File: config.mk
export PLATFORM = sky130hd
export DESIGN_NAME = seven_segment_counter_multi_flat
export DESIGN_NICKNAME = d
export VERILOG_FILES = /design/src/rtl/seven_segment_counter_multi_pkg.sv /design/src/rtl/seven_segment_counter_multi_if.sv /design/src/rtl/seven_segment_counter_multi_seg7.sv /design/src/rtl/seven_segment_counter_multi.sv /design/src/flat_wrapper.sv
export SDC_FILE = /design/constraint.sdc
export NUM_CORES = 1
export LEC_CHECK = 0
export ABC_CLOCK_PERIOD_IN_PS = 10100
export CAP_MARGIN = 10
export CORE_MARGIN = 5
export CORE_UTILIZATION = 55
export CTS_BUF_LIST = sky130_fd_sc_hd__clkbuf_16
export DETAILED_ROUTE_END_ITERATION = 12
export GPL_TIMING_DRIVEN = 0
export HOLD_SLACK_MARGIN = 0.15
export PLACE_DENSITY = 0.8
export SYNTH_ARGS = -nofsm -noshare
export SYNTH_HDL_FRONTEND = slang
export SYNTH_HIERARCHICAL = 1
export SYNTH_SLANG_ARGS = --single-unit
File: constraint.sdc
create_clock -name clk -period 10.1 [get_ports clk]
set_input_delay 2.02 -clock clk [delete_from_list [all_inputs] [get_ports clk]]
set_output_delay 2.02 -clock clk [all_outputs]
set_load 0.1 [all_outputs]
File: src/rtl/seven_segment_counter_multi_pkg.sv
// Shared constants for the multi-digit seven-segment counter.
// Glyphs are active-high, bit0 = a .. bit6 = g.
package seven_segment_counter_multi_pkg;

   localparam logic [6:0] SEG_0     = 7'b0111111;
   localparam logic [6:0] SEG_1     = 7'b0000110;
   localparam logic [6:0] SEG_2     = 7'b1011011;
   localparam logic [6:0] SEG_3     = 7'b1001111;
   localparam logic [6:0] SEG_4     = 7'b1100110;
   localparam logic [6:0] SEG_5     = 7'b1101101;
   localparam logic [6:0] SEG_6     = 7'b1111101;
   localparam logic [6:0] SEG_7     = 7'b0000111;
   localparam logic [6:0] SEG_8     = 7'b1111111;
   localparam logic [6:0] SEG_9     = 7'b1101111;
   localparam logic [6:0] SEG_BLANK = 7'b0000000;

   localparam logic [3:0] BCD_MAX = 4'd9;

   localparam int          PRE_WIDTH_DEF = 24;
   localparam int unsigned MAX_COUNT_DEF = 10_000_000;

   function automatic logic [3:0] bcd_sat(input logic [3:0] v);
      return (v > BCD_MAX) ? BCD_MAX : v;
   endfunction

endpackage

File: src/rtl/seven_segment_counter_multi_if.sv
// Control and display bundle between the pin mapping and the counter.
// The driver side holds the master modport, the counter the slave.
interface seven_segment_counter_multi_if #(
   parameter int NUM_DIGITS = 4
);
   logic                    enable;
   logic                    down;
   logic [7:0]              period_sel;
   logic                    clear;
   logic                    load;
   logic [4*NUM_DIGITS-1:0] load_val;
   logic [4*NUM_DIGITS-1:0] bcd_out;
   logic [6:0]              segments;
   logic [NUM_DIGITS-1:0]   digit_sel;
   logic                    tick;
   logic                    wrap;

   modport master (
      output enable, down, period_sel, clear, load, load_val,
      input  bcd_out, segments, digit_sel, tick, wrap
   );

   modport slave (
      input  enable, down, period_sel, clear, load, load_val,
      output bcd_out, segments, digit_sel, tick, wrap
   );
endinterface

File: src/rtl/seven_segment_counter_multi_seg7.sv
// BCD to seven-segment glyph decoder; out-of-range codes blank.
module seven_segment_counter_multi_seg7
   import seven_segment_counter_multi_pkg::*;
(
   input  logic [3:0] i_digit,
   output logic [6:0] o_seg
);

   always_comb begin
      o_seg = SEG_BLANK;
      case (i_digit)
         4'd0:    o_seg = SEG_0;
         4'd1:    o_seg = SEG_1;
         4'd2:    o_seg = SEG_2;
         4'd3:    o_seg = SEG_3;
         4'd4:    o_seg = SEG_4;
         4'd5:    o_seg = SEG_5;
         4'd6:    o_seg = SEG_6;
         4'd7:    o_seg = SEG_7;
         4'd8:    o_seg = SEG_8;
         4'd9:    o_seg = SEG_9;
         default: o_seg = SEG_BLANK;
      endcase
   end

endmodule

File: src/rtl/seven_segment_counter_multi.sv
// N-digit BCD up/down counter with programmable prescaler
// and a multiplexed seven-segment display scanner.
module seven_segment_counter_multi
   import seven_segment_counter_multi_pkg::*;
#(
   parameter int          NUM_DIGITS   = 4,
   parameter int          PRE_WIDTH    = PRE_WIDTH_DEF,
   parameter int unsigned MAX_COUNT    = MAX_COUNT_DEF,
   parameter int          PERIOD_SHIFT = 10,
   parameter int          SCAN_DIV     = 1000
) (
   input  logic clk,
   input  logic reset,
   seven_segment_counter_multi_if.slave bus
);

   localparam int IW = (NUM_DIGITS > 1) ? $clog2(NUM_DIGITS) : 1;
   localparam int CW = (SCAN_DIV > 1) ? $clog2(SCAN_DIV) : 1;

   logic [PRE_WIDTH-1:0]    r_pre;
   logic                    r_tick;
   logic [PRE_WIDTH-1:0]    w_cmp;
   logic                    w_term;

   logic [4*NUM_DIGITS-1:0] r_dig;
   logic                    r_wrap;
   logic [4*NUM_DIGITS-1:0] w_nxt;
   logic [4*NUM_DIGITS-1:0] w_ld;
   logic [NUM_DIGITS-1:0]   w_lim;

   logic [CW-1:0]           r_scan;
   logic [IW-1:0]           r_idx;
   logic [NUM_DIGITS-1:0]   r_sel;
   logic [6:0]              r_seg;
   logic                    w_scan_tc;
   logic [IW-1:0]           w_nidx;
   logic [3:0]              w_mux;
   logic [6:0]              w_seg;

   // Casting before the shift truncates high bits naturally.
   assign w_cmp = (bus.period_sel == 8'd0)
                ? PRE_WIDTH'(MAX_COUNT)
                : PRE_WIDTH'(bus.period_sel) << PERIOD_SHIFT;

   assign w_term = bus.enable && (r_pre == w_cmp);

   always_ff @(posedge clk) begin
      if (reset) begin
         r_pre  <= '0;
         r_tick <= 1'b0;
      end else if (bus.clear) begin
         r_pre  <= '0;
         r_tick <= 1'b0;
      end else begin
         r_tick <= w_term;
         if (bus.enable)
            r_pre <= w_term ? '0 : r_pre + 1'b1;
      end
   end

   for (genvar g = 0; g < NUM_DIGITS; g++) begin : g_dig
      localparam logic [NUM_DIGITS-1:0] LOW =
         NUM_DIGITS'((64'd1 << g) - 64'd1);
      logic [3:0] w_d;
      logic [3:0] w_nd;
      logic       w_ci;

      assign w_d      = r_dig[4*g +: 4];
      assign w_lim[g] = bus.down ? (w_d == 4'd0) : (w_d == BCD_MAX);
      // A digit steps when every lower digit sits at its limit.
      assign w_ci     = w_term && (&(w_lim | ~LOW));
      assign w_ld[4*g +: 4] = bcd_sat(bus.load_val[4*g +: 4]);

      always_comb begin
         w_nd = w_d;
         if (w_ci) begin
            if (bus.down)
               w_nd = (w_d == 4'd0) ? BCD_MAX : w_d - 4'd1;
            else
               w_nd = (w_d == BCD_MAX) ? 4'd0 : w_d + 4'd1;
         end
      end

      assign w_nxt[4*g +: 4] = w_nd;
   end

   always_ff @(posedge clk) begin
      if (reset) begin
         r_dig  <= '0;
         r_wrap <= 1'b0;
      end else if (bus.clear) begin
         r_dig  <= '0;
         r_wrap <= 1'b0;
      end else if (bus.load) begin
         r_dig  <= w_ld;
         r_wrap <= 1'b0;
      end else begin
         r_dig  <= w_nxt;
         r_wrap <= w_term && (&w_lim);
      end
   end

   assign w_scan_tc = (r_scan == CW'(SCAN_DIV - 1));

   always_comb begin
      w_nidx = r_idx;
      if (w_scan_tc)
         w_nidx = (r_idx == IW'(NUM_DIGITS - 1)) ? '0 : r_idx + 1'b1;
   end

   always_comb begin
      w_mux = 4'd0;
      for (int i = 0; i < NUM_DIGITS; i++)
         if (IW'(i) == w_nidx)
            w_mux = r_dig[4*i +: 4];
   end

   seven_segment_counter_multi_seg7 u_seg7 (
      .i_digit (w_mux),
      .o_seg   (w_seg)
   );

   // Glyph and select register together so no ghost digit shows.
   always_ff @(posedge clk) begin
      if (reset) begin
         r_scan <= '0;
         r_idx  <= '0;
         r_sel  <= NUM_DIGITS'(1);
         r_seg  <= SEG_0;
      end else begin
         r_scan <= w_scan_tc ? '0 : r_scan + 1'b1;
         r_idx  <= w_nidx;
         r_sel  <= NUM_DIGITS'(1) << w_nidx;
         r_seg  <= w_seg;
      end
   end

   assign bus.bcd_out   = r_dig;
   assign bus.segments  = r_seg;
   assign bus.digit_sel = r_sel;
   assign bus.tick      = r_tick;
   assign bus.wrap      = r_wrap;

endmodule

File: src/flat_wrapper.sv
// flat-port wrapper written by rule: the top's interface ports become plain ports
module seven_segment_counter_multi_flat import seven_segment_counter_multi_pkg::*;
#(
   parameter int          NUM_DIGITS   = 4,
   parameter int          PRE_WIDTH    = PRE_WIDTH_DEF,
   parameter int unsigned MAX_COUNT    = MAX_COUNT_DEF,
   parameter int          PERIOD_SHIFT = 10,
   parameter int          SCAN_DIV     = 1000
)
  (clk, reset, bus_enable, bus_down, bus_period_sel, bus_clear, bus_load, bus_load_val, bus_bcd_out, bus_segments, bus_digit_sel, bus_tick, bus_wrap);
  seven_segment_counter_multi_if #(.NUM_DIGITS(NUM_DIGITS)) bus_i ();
  input  logic clk;
  input  logic reset;
  input wire logic [$bits(bus_i.enable)-1:0] bus_enable;
  input wire logic [$bits(bus_i.down)-1:0] bus_down;
  input wire logic [$bits(bus_i.period_sel)-1:0] bus_period_sel;
  input wire logic [$bits(bus_i.clear)-1:0] bus_clear;
  input wire logic [$bits(bus_i.load)-1:0] bus_load;
  input wire logic [$bits(bus_i.load_val)-1:0] bus_load_val;
  output wire logic [$bits(bus_i.bcd_out)-1:0] bus_bcd_out;
  output wire logic [$bits(bus_i.segments)-1:0] bus_segments;
  output wire logic [$bits(bus_i.digit_sel)-1:0] bus_digit_sel;
  output wire logic [$bits(bus_i.tick)-1:0] bus_tick;
  output wire logic [$bits(bus_i.wrap)-1:0] bus_wrap;
  assign bus_i.enable = bus_enable;
  assign bus_i.down = bus_down;
  assign bus_i.period_sel = bus_period_sel;
  assign bus_i.clear = bus_clear;
  assign bus_i.load = bus_load;
  assign bus_i.load_val = bus_load_val;
  assign bus_bcd_out = bus_i.bcd_out;
  assign bus_segments = bus_i.segments;
  assign bus_digit_sel = bus_i.digit_sel;
  assign bus_tick = bus_i.tick;
  assign bus_wrap = bus_i.wrap;
  seven_segment_counter_multi #(.NUM_DIGITS(NUM_DIGITS), .PRE_WIDTH(PRE_WIDTH), .MAX_COUNT(MAX_COUNT), .PERIOD_SHIFT(PERIOD_SHIFT), .SCAN_DIV(SCAN_DIV)) u_core (.clk(clk), .reset(reset), .bus(bus_i));
endmodule
==> metrics.md, run 1 <==
| Metric | Value |
|---|---|
| Outcome | finished clean |
| Sw Ratio | 0.2752 |
| Global-route wire length before repair | around 16 mm |
| Switch Pwr | 0.1853 mW |
| Crit Path Max Fanout | 9 |
| Routing usage on met2 | 0.3809 |
| # IOs | between 50 and 60 |
| Initial antenna violation count | 0 |
| Multi-input logic area | roughly 2300 um^2 |
| Critical Path End Type | register |
| Resize count post-CTS | 0 |
| Worst setup SP type | primary input |
| Max-slew violations | 0 |
| Area after detailed placement | around 4500 um^2 |
| XOR/XNOR Fraction of Synth Area | 0.09472 |
| Critical Path Source | bus_period_sel[3] |
| Vias in the first global route | 3427 |
| Reg2Reg Setup Slack | between 6 and 7 ns |
| Max-cap violation count | 0 |
| Final period util | 0.4387 |
| GRT Util Overall | 0.2244 |
| Vias per inst | roughly 5.7 |
| Final-report setup violation count | 0 |
| FF-to-FF Start | u_core/r_scan[0]$_SDFF_PP0_ |
| Die width | between 90 and 100 um |
| Ys Warns | 6 |
| Fin Clk Skew | about 0.0054 ns |
| Die H | just over 90 um |
| Number of synthesized flops with an enable pin | 0 |
| Met3 Usage GRT | 0.05229 |
| CTS tree | yes |
| Hold path endpoint | u_core/r_scan[0]$_SDFF_PP0_ |
| Yosys cell types | a little under 60 |
| Post-Synth Simple-Gate Area | 0.2680 |
| Reg area | 1301 um^2 |
| Worst vdd ir | 97.95 uV |
| Antenna-violating nets left | 0 |
| Clk root buf | clkbuf_16 |
| Nets@finish | 582 |
| Core box area | about 6800 um^2 |
| GRT busiest layer | met2 |
| Ant diodes | 0 |
| RSZ-0062 raised after global routing | no |
| First-pass DRT Iterations | 5 |
| Largest net degree at the start of global routing | 13 |
| Synth area leaders | dfxtp_1 34%, nor2_1 5.6%, xnor2_1 5.5% |
| Setup bufs post-CTS | 0 |
| Most frequent cells after synthesis | 65 x dfxtp_1, 57 x nor2_1, 36 x a21oi_1 |
| Internal power | 0.4880 mW |
| Worst R2R Path Depth | 13 |
| Post-layout min period | between 4 and 5 ns |
| Site Rows | 30 |
| Clock Sinks | 65 |
| DR iter-0 viols | 208 |
| Logic pwr share | 0.149 |
| Post-synthesis sequential area ratio | 0.3432 |
| WL final | approximately 9.5 mm |
| Hold Crit Class | register to register |
| Post-synthesis cell area | ~3800 um^2 |
| Leakage | 1.648 nW |
| Pwr per Cell Area | about 140 nW/um^2 |
| Post-route cell area | approximately 4700 um^2 |
| Die area | just under 9000 um^2 |
| Count leader, synth | dfxtp_1 |
| Compound-cell area share of the yosys netlist | 0.1828 |
| DP HPWL | just under 7 mm |
| Post-Synth Adder-Cell Area | 0.03300 |
| Fraction of layout cells with a size suffix above 1 | 0.07130 |
| Reg2Reg Capture Point | u_core/bus.segments[3]$_SDFF_PP1_ |
| Mean Syn Cell Area | between 7 and 8 um^2 |
| DR WL/cell | ~15 um |
| Req. time, crit path | roughly 10 ns |
| Max Fclk | approximately 230 MHz |
| Worst Tran Pin Value | roughly 1 ns |
| H-tree depth | 3 |
| Yosys reg bits | between 60 and 70 |
| Hold path depth | 1 |
| Met1 Usage GRT | 0.2758 |
| Area leader, netlist | dfxtp_1 |
| Port Buffer Count | 56 |
| Power after layout | between 0.6 and 0.7 mW |
| Sequential power share | 0.395 |
| Hold_sp | u_core/r_scan[0]$_SDFF_PP0_ |
| Clock transition at path regs | 0.06 ns |
| RD Place Congestion | 0.8903 |
| Final hold vios | 0 |
| Slew headroom | 0.3389 |
| Post-synth top flop | dfxtp_1 |
| Hold buffers post-CTS | 0 |
| Ys async rst share | 0 |
| Mux cell area share after synthesis | 0.02970 |
| Worst path arrival time | 4.70 ns |
| Setup CP Type | primary input to register |
| Starting density of the core | 0.5611 |
| # DRC | 0 |
| CTS buffer count | 9 |
| Setup TNS | 0 ns |
| Largest family of logic cells by synthesized area | simple AND/OR/NAND/NOR gates |
| Cells after synthesis | approximately 480 |
| Clock power frac | 0.456 |
| CTS Buffer Depth | 2 |
| Layout area overhead | 25.25% |
| GRT overflow | 0 |
| Skew-Pair Late Insertion Delay | 0.33 ns |
| Top-area cell type share of the netlist area | 0.3432 |
| Mapped Nets | around 520 |
| FILL cells | 567 |
| Via count | 3601 |
-- layout by cell type, fill, tap and decap left out, types with 3 or more instances in the layout --
cell type / instances
dfxtp_1: 65
nor2_1: 57
clkdlybuf4s50_1: 56
a21oi_1: 36
o21ai_0: 34
clkbuf_1: 26
nand2_1: 26
xnor2_1: 24
xor2_1: 17
inv_1: 15
nand3_1: 15
nor2b_1: 14
nand2b_1: 11
nand4_1: 10
or3_1: 10
ha_1: 10
clkbuf_16: 9
mux2i_1: 9
nor3_1: 9
or2_2: 8
and3_1: 7
a31oi_1: 6
a211oi_1: 5
o21a_1: 5
nand3b_1: 4
nand4b_1: 3
and2_1: 3
nor4_1: 3
o21ai_1: 3
-- worst max path at each step --
stage          slack, ns  cells past startpoint                             endpoint
2_1_floorplan       6.12                      8  u_core/bus.bcd_out[10]$_SDFFE_PP0P_
3_3_place_gp        5.43                      9  u_core/bus.bcd_out[10]$_SDFFE_PP0P_
3_5_place_dp        5.37                      9  u_core/bus.bcd_out[10]$_SDFFE_PP0P_
4_1_cts             5.71                      9  u_core/bus.bcd_out[10]$_SDFFE_PP0P_
5_1_grt             5.57                      9  u_core/bus.bcd_out[10]$_SDFFE_PP0P_
6_report            5.67                      9  u_core/bus.bcd_out[10]$_SDFFE_PP0P_
-- through the flow --
step                      std cells    util  hold slack [ns]  setup slack [ns]
after floorplan                 475       -           0.4258             6.116
after detailed placement        611  0.6589           0.4466             5.373
after global placement          611  0.6589           0.4407             5.434
after CTS                       627  0.7028           0.4624             5.713
final                           627  0.7028           0.4603             5.669
after global routing            627  0.7028           0.4765             5.570
-- cell type report --
cell class | instances | share of cell area
flip-flops and latches | 65 | 0.2740
plain buffers | 31 | 0.02688
multi-input cells | 364 | 0.4856
inverters | 15 | 0.01186
clock buffers | 9 | 0.04743
well taps | 80 | 0.02108
clock inverters | 7 | 0.01502
repair buffers | 56 | 0.1181
-- per-layer routing --
layer	vias to the layer above	share of wire
li1	1805	-
met4	0	0.018
met1	1651	0.43
met5	-	0
met3	18	0.069
met2	127	0.48
-- kinds of logic (layout without fill, tap and decap cells) --
group	after synthesis	after routing
AOI/OAI and AO/OA	112	112
DFF	65	65
and+or+nand+nor	190	190
buffers and inverters	46	118
muxes	11	11
xor gates and xnor gates	41	41
adders and majority gates	10	10
-- sequential cells by signal, summed over array words and instances (netlist names) --
register,cells
u_core/bus.tick,1
u_core/bus.wrap,1
u_core/r_pre,24
u_core/r_idx,2
u_core/r_scan,10
u_core/bus.digit_sel,4
u_core/bus.segments,7
u_core/bus.bcd_out,16
-- power by group through the flow --
stage / Sequential, mW / Combinational (mW) / Clock [mW]
6_report: 0.266 / 0.101 / 0.307
5_1_grt: 0.267 / 0.107 / 0.325
4_1_cts: 0.266 / 0.0999 / 0.311
3_5_place_dp: 0.271 / 0.0987 / 0
3_3_place_gp: 0.271 / 0.0972 / 0
2_1_floorplan: 0.298 / 0.0409 / 0
-- worst max-delay path: stages --
cell	delay (ns)
clkdlybuf4s50_1	0.47
nor4_2	0.35
nand2_1	0.11
nor4_2	0.47
o2111ai_4	0.28
or2_1	0.30
buf_2	0.15
or4_1	0.46
nand3_1	0.09
No activity file was read; power rests on OpenSTA's default activity.
==> run 2: changes to the inputs <==
- ABC_CLOCK_PERIOD_IN_PS: 10100 -> 4250
- CORE_UTILIZATION: 55 -> 54
- PLACE_DENSITY: 0.8 -> 0.79
- clock period: 10.1 -> 4.25 ns (I/O delays scaled with it)
==> run 2 against run 1 <==
Effect of this change: clock-buffer cell count unchanged; global-route usage about the same; cell count grew 2.6%; via count fell by 0.50%; utilization decreased by 0.44 points; worst hold slack gained 0.012 ns; critical path depth increased by 4; cell area is 0.47% higher; largest cell class unchanged; routed wire length grew 0.85%.
==> metrics.md, run 2 (synthesis results as in run 1) <==
| Metric | Value |
|---|---|
| Outcome | finished clean |
| Hold path endpoint | u_core/r_scan[0]$_SDFF_PP0_ |
| Critical Path End Type | register |
| Setup TNS | 0 ns (unchanged) |
| Vias per inst | 5.572 (-3.0%) |
| Slew headroom | 0.3332 (-0.005661) |
| Largest register FFs | 24 (unchanged) |
| Core box area | 6832 um^2 (+1.1%) |
| Initial antenna violation count | 0 (unchanged) |
| Clock Sinks | 65 (unchanged) |
| WL final | 9.583 mm (+0.85%) |
| Hold path depth | 1 (unchanged) |
| Worst vdd ir | 206.9 uV (+110%) |
| Final period util | 0.8814 |
| CTS buffer count | 9 (unchanged) |
| Via count | 3583 (-0.50%) |
| # DRC | 0 (unchanged) |
| GRT overflow | 0 (unchanged) |
| Die H | 93.79 um (+0.82%) |
| FF-to-FF Start | u_core/r_scan[0]$_SDFF_PP0_ |
| Crit Path Max Fanout | 10 (+1) |
| Commonest non-fill, non-tap cell in the layout | dfxtp_1 |
| Req. time, crit path | 4.46 ns (-5.91 ns) |
| Max-cap violation count | 0 (unchanged) |
| Clock transition at path regs | 0.06 ns (about the same) |
| Pwr per Cell Area | 335.6 nW/um^2 (+140%) |
| CTS tree | yes |
| Worst Tran Pin Value | 0.9971 ns (+0.008465 ns) |
| GRT Util Overall | 0.2244 (about the same) |
| Worst path arrival time | 3.96 ns (-0.74 ns) |
| Die area | 8797 um^2 (+1.7%) |
| Die width | 93.79 um (+0.82%) |
| Ant diodes | 0 (unchanged) |
| Clock power frac | 0.455 (about the same) |
| Switch Pwr | 0.4421 mW (+140%) |
| Worst R2R Path Depth | 13 (unchanged) |
| FILL cells | 570 (+0.53%) |
| H-tree depth | 3 (unchanged) |
| Antenna-violating nets left | 0 (unchanged) |
| Most frequent cells in the layout | 65 x dfxtp_1, 57 x nor2_1, 56 x clkdlybuf4s50_1, 35 x a21oi_1, 34 x o21ai_0 |
| First-pass DRT Iterations | 4 (-1) |
| Setup CP Type | register to register |
| Logic pwr share | 0.150 (about the same) |
| Largest net degree at the start of global routing | 13 (unchanged) |
| Max Fclk | 267.0 MHz |
| Hold_sp | u_core/r_scan[0]$_SDFF_PP0_ |
| Post-Layout Cell Count | 643 (+2.6%) |
| Dpl cells | 627 (+2.6%) |
| Sw Ratio | 0.2761 (+0.0009084) |
| Vias in the first global route | 3448 (+0.61%) |
| Worst setup SP type | register |
| Sequential power share | 0.395 (about the same) |
| Top reg by flops | u_core/r_pre |
| DP HPWL | 6.914 mm (+1.5%) |
| Fraction of layout cells with a size suffix above 1 | 0.07313 (+0.001828) |
| Clk root buf | clkbuf_16 |
| Fin Clk Skew | 0.006327 ns (+0.0008991 ns) |
| Skew-Pair Late Insertion Delay | 0.33 ns (about the same) |
| DR iter-0 viols | 192 (-7.7%) |
| Hold Crit Class | register to register |
| Max-slew violations | 0 (unchanged) |
| Reg2Reg Setup Slack | 0.50 ns (-5.60 ns) |
| Layout area overhead | 25.84% |
| Final hold vios | 0 (unchanged) |
| RSZ-0062 raised after global routing | no |
| Starting density of the core | 0.5549 (-0.006166) |
| Leakage | 1.641 nW (-0.47%) |
| Nets@finish | 582 (unchanged) |
| Post-layout min period | ~3.7 ns |
| Power after layout | 1.601 mW (+140%) |
| # IOs | 59 (unchanged) |
| Port Buffer Count | 56 (unchanged) |
| CTS Buffer Depth | 2 (unchanged) |
| Final-report setup violation count | 0 (unchanged) |
| RD Place Congestion | 0.8438 (-5.2%) |
| DR WL/cell | 14.90 um (-1.7%) |
| Site Rows | 30 (unchanged) |
| Reg2Reg Capture Point | u_core/bus.segments[5]$_SDFF_PP1_ |
| Setup bufs post-CTS | 0 (unchanged) |
| Global-route wire length before repair | 15.83 mm (+0.79%) |
| Internal power | 1.159 mW (+140%) |
-- run 2: worst max-delay path, stage by stage, from the launching register on --
cell	delay (ns)
dfxtp_1	0.37
ha_1	0.22
nand4b_1	0.10
or3_1	0.32
clkbuf_1	0.15
a21oi_1	0.57
clkbuf_1	0.40
a21oi_1	0.16
a21oi_2	0.42
inv_1	0.15
ha_1	0.23
a21oi_1	0.14
o22ai_1	0.11
or2_2	0.29
-- run 2: worst max path at each step --
stage,end,slack [ns],start,cells past startpoint
floorplan,u_core/bus.segments[5]$_SDFF_PP1_,0.86,u_core/r_scan[0]$_SDFF_PP0_,13
global placement,u_core/bus.segments[5]$_SDFF_PP1_,0.43,u_core/r_scan[0]$_SDFF_PP0_,13
detailed placement,u_core/bus.segments[5]$_SDFF_PP1_,0.28,u_core/r_scan[0]$_SDFF_PP0_,13
CTS,u_core/bus.segments[5]$_SDFF_PP1_,0.26,u_core/r_scan[0]$_SDFF_PP0_,13
global route,u_core/bus.segments[5]$_SDFF_PP1_,0.14,u_core/r_scan[0]$_SDFF_PP0_,13
finish,u_core/bus.segments[5]$_SDFF_PP1_,0.50,u_core/r_scan[0]$_SDFF_PP0_,13
-- run 2: metrics by stage --
stage	worst slack, ns	cell area [um^2]	hold slack [ns]	util
4_1_cts	0.2564	4767	0.4662	0.6978
2_1_floorplan	0.8605	3791	0.4258	-
3_3_place_gp	0.4328	4472	0.4419	0.6546
5_1_grt	0.1369	4771	0.5061	0.6984
3_5_place_dp	0.2753	4472	0.4521	0.6546
6_report	0.5042	4771	0.4724	0.6984
-- run 2: what timing repair did --
action | in CTS | in global routing
hold buffers | 0 | 0
endpoints found under the setup margin | 0 | 4
resized for setup | 0 | 1
-- run 2: power by group through the flow --
stage	Sequential (mW)	Combinational (mW)	Clock, mW
final	0.632	0.240	0.729
after global routing	0.634	0.256	0.767
after CTS	0.632	0.238	0.740
after detailed placement	0.645	0.237	0
after global placement	0.645	0.231	0
after floorplan	0.709	0.0973	0
-- run 2: area by class of cell --
type,count,area (um^2),share of cell area
buffer,31,127.6,0.02675
clock inverter,7,70.07,0.01469
sequential,65,1301,0.2728
inverter,15,56.30,0.01180
clock buffer,9,225.2,0.04721
multi-input combinational,364,2310,0.4841
timing repair buffer,56,560.5,0.1175
tap,96,120.1,0.02518
-- run 2: metal layers --
metal | track usage | up-vias | part of all wire
met3 | 0.05929 | 12 | 0.061
met5 | 0 | - | 0
met2 | 0.3814 | 115 | 0.49
met4 | 0.08183 | 0 | 0.011
met1 | 0.2710 | 1668 | 0.44
li1 | - | 1788 | -
==> run 3: changes to the inputs <==
- SLEW_MARGIN: unset -> 25
==> results of run 3 <==
Same layout as run 2: the final DEF is identical, and so are final timing and power.
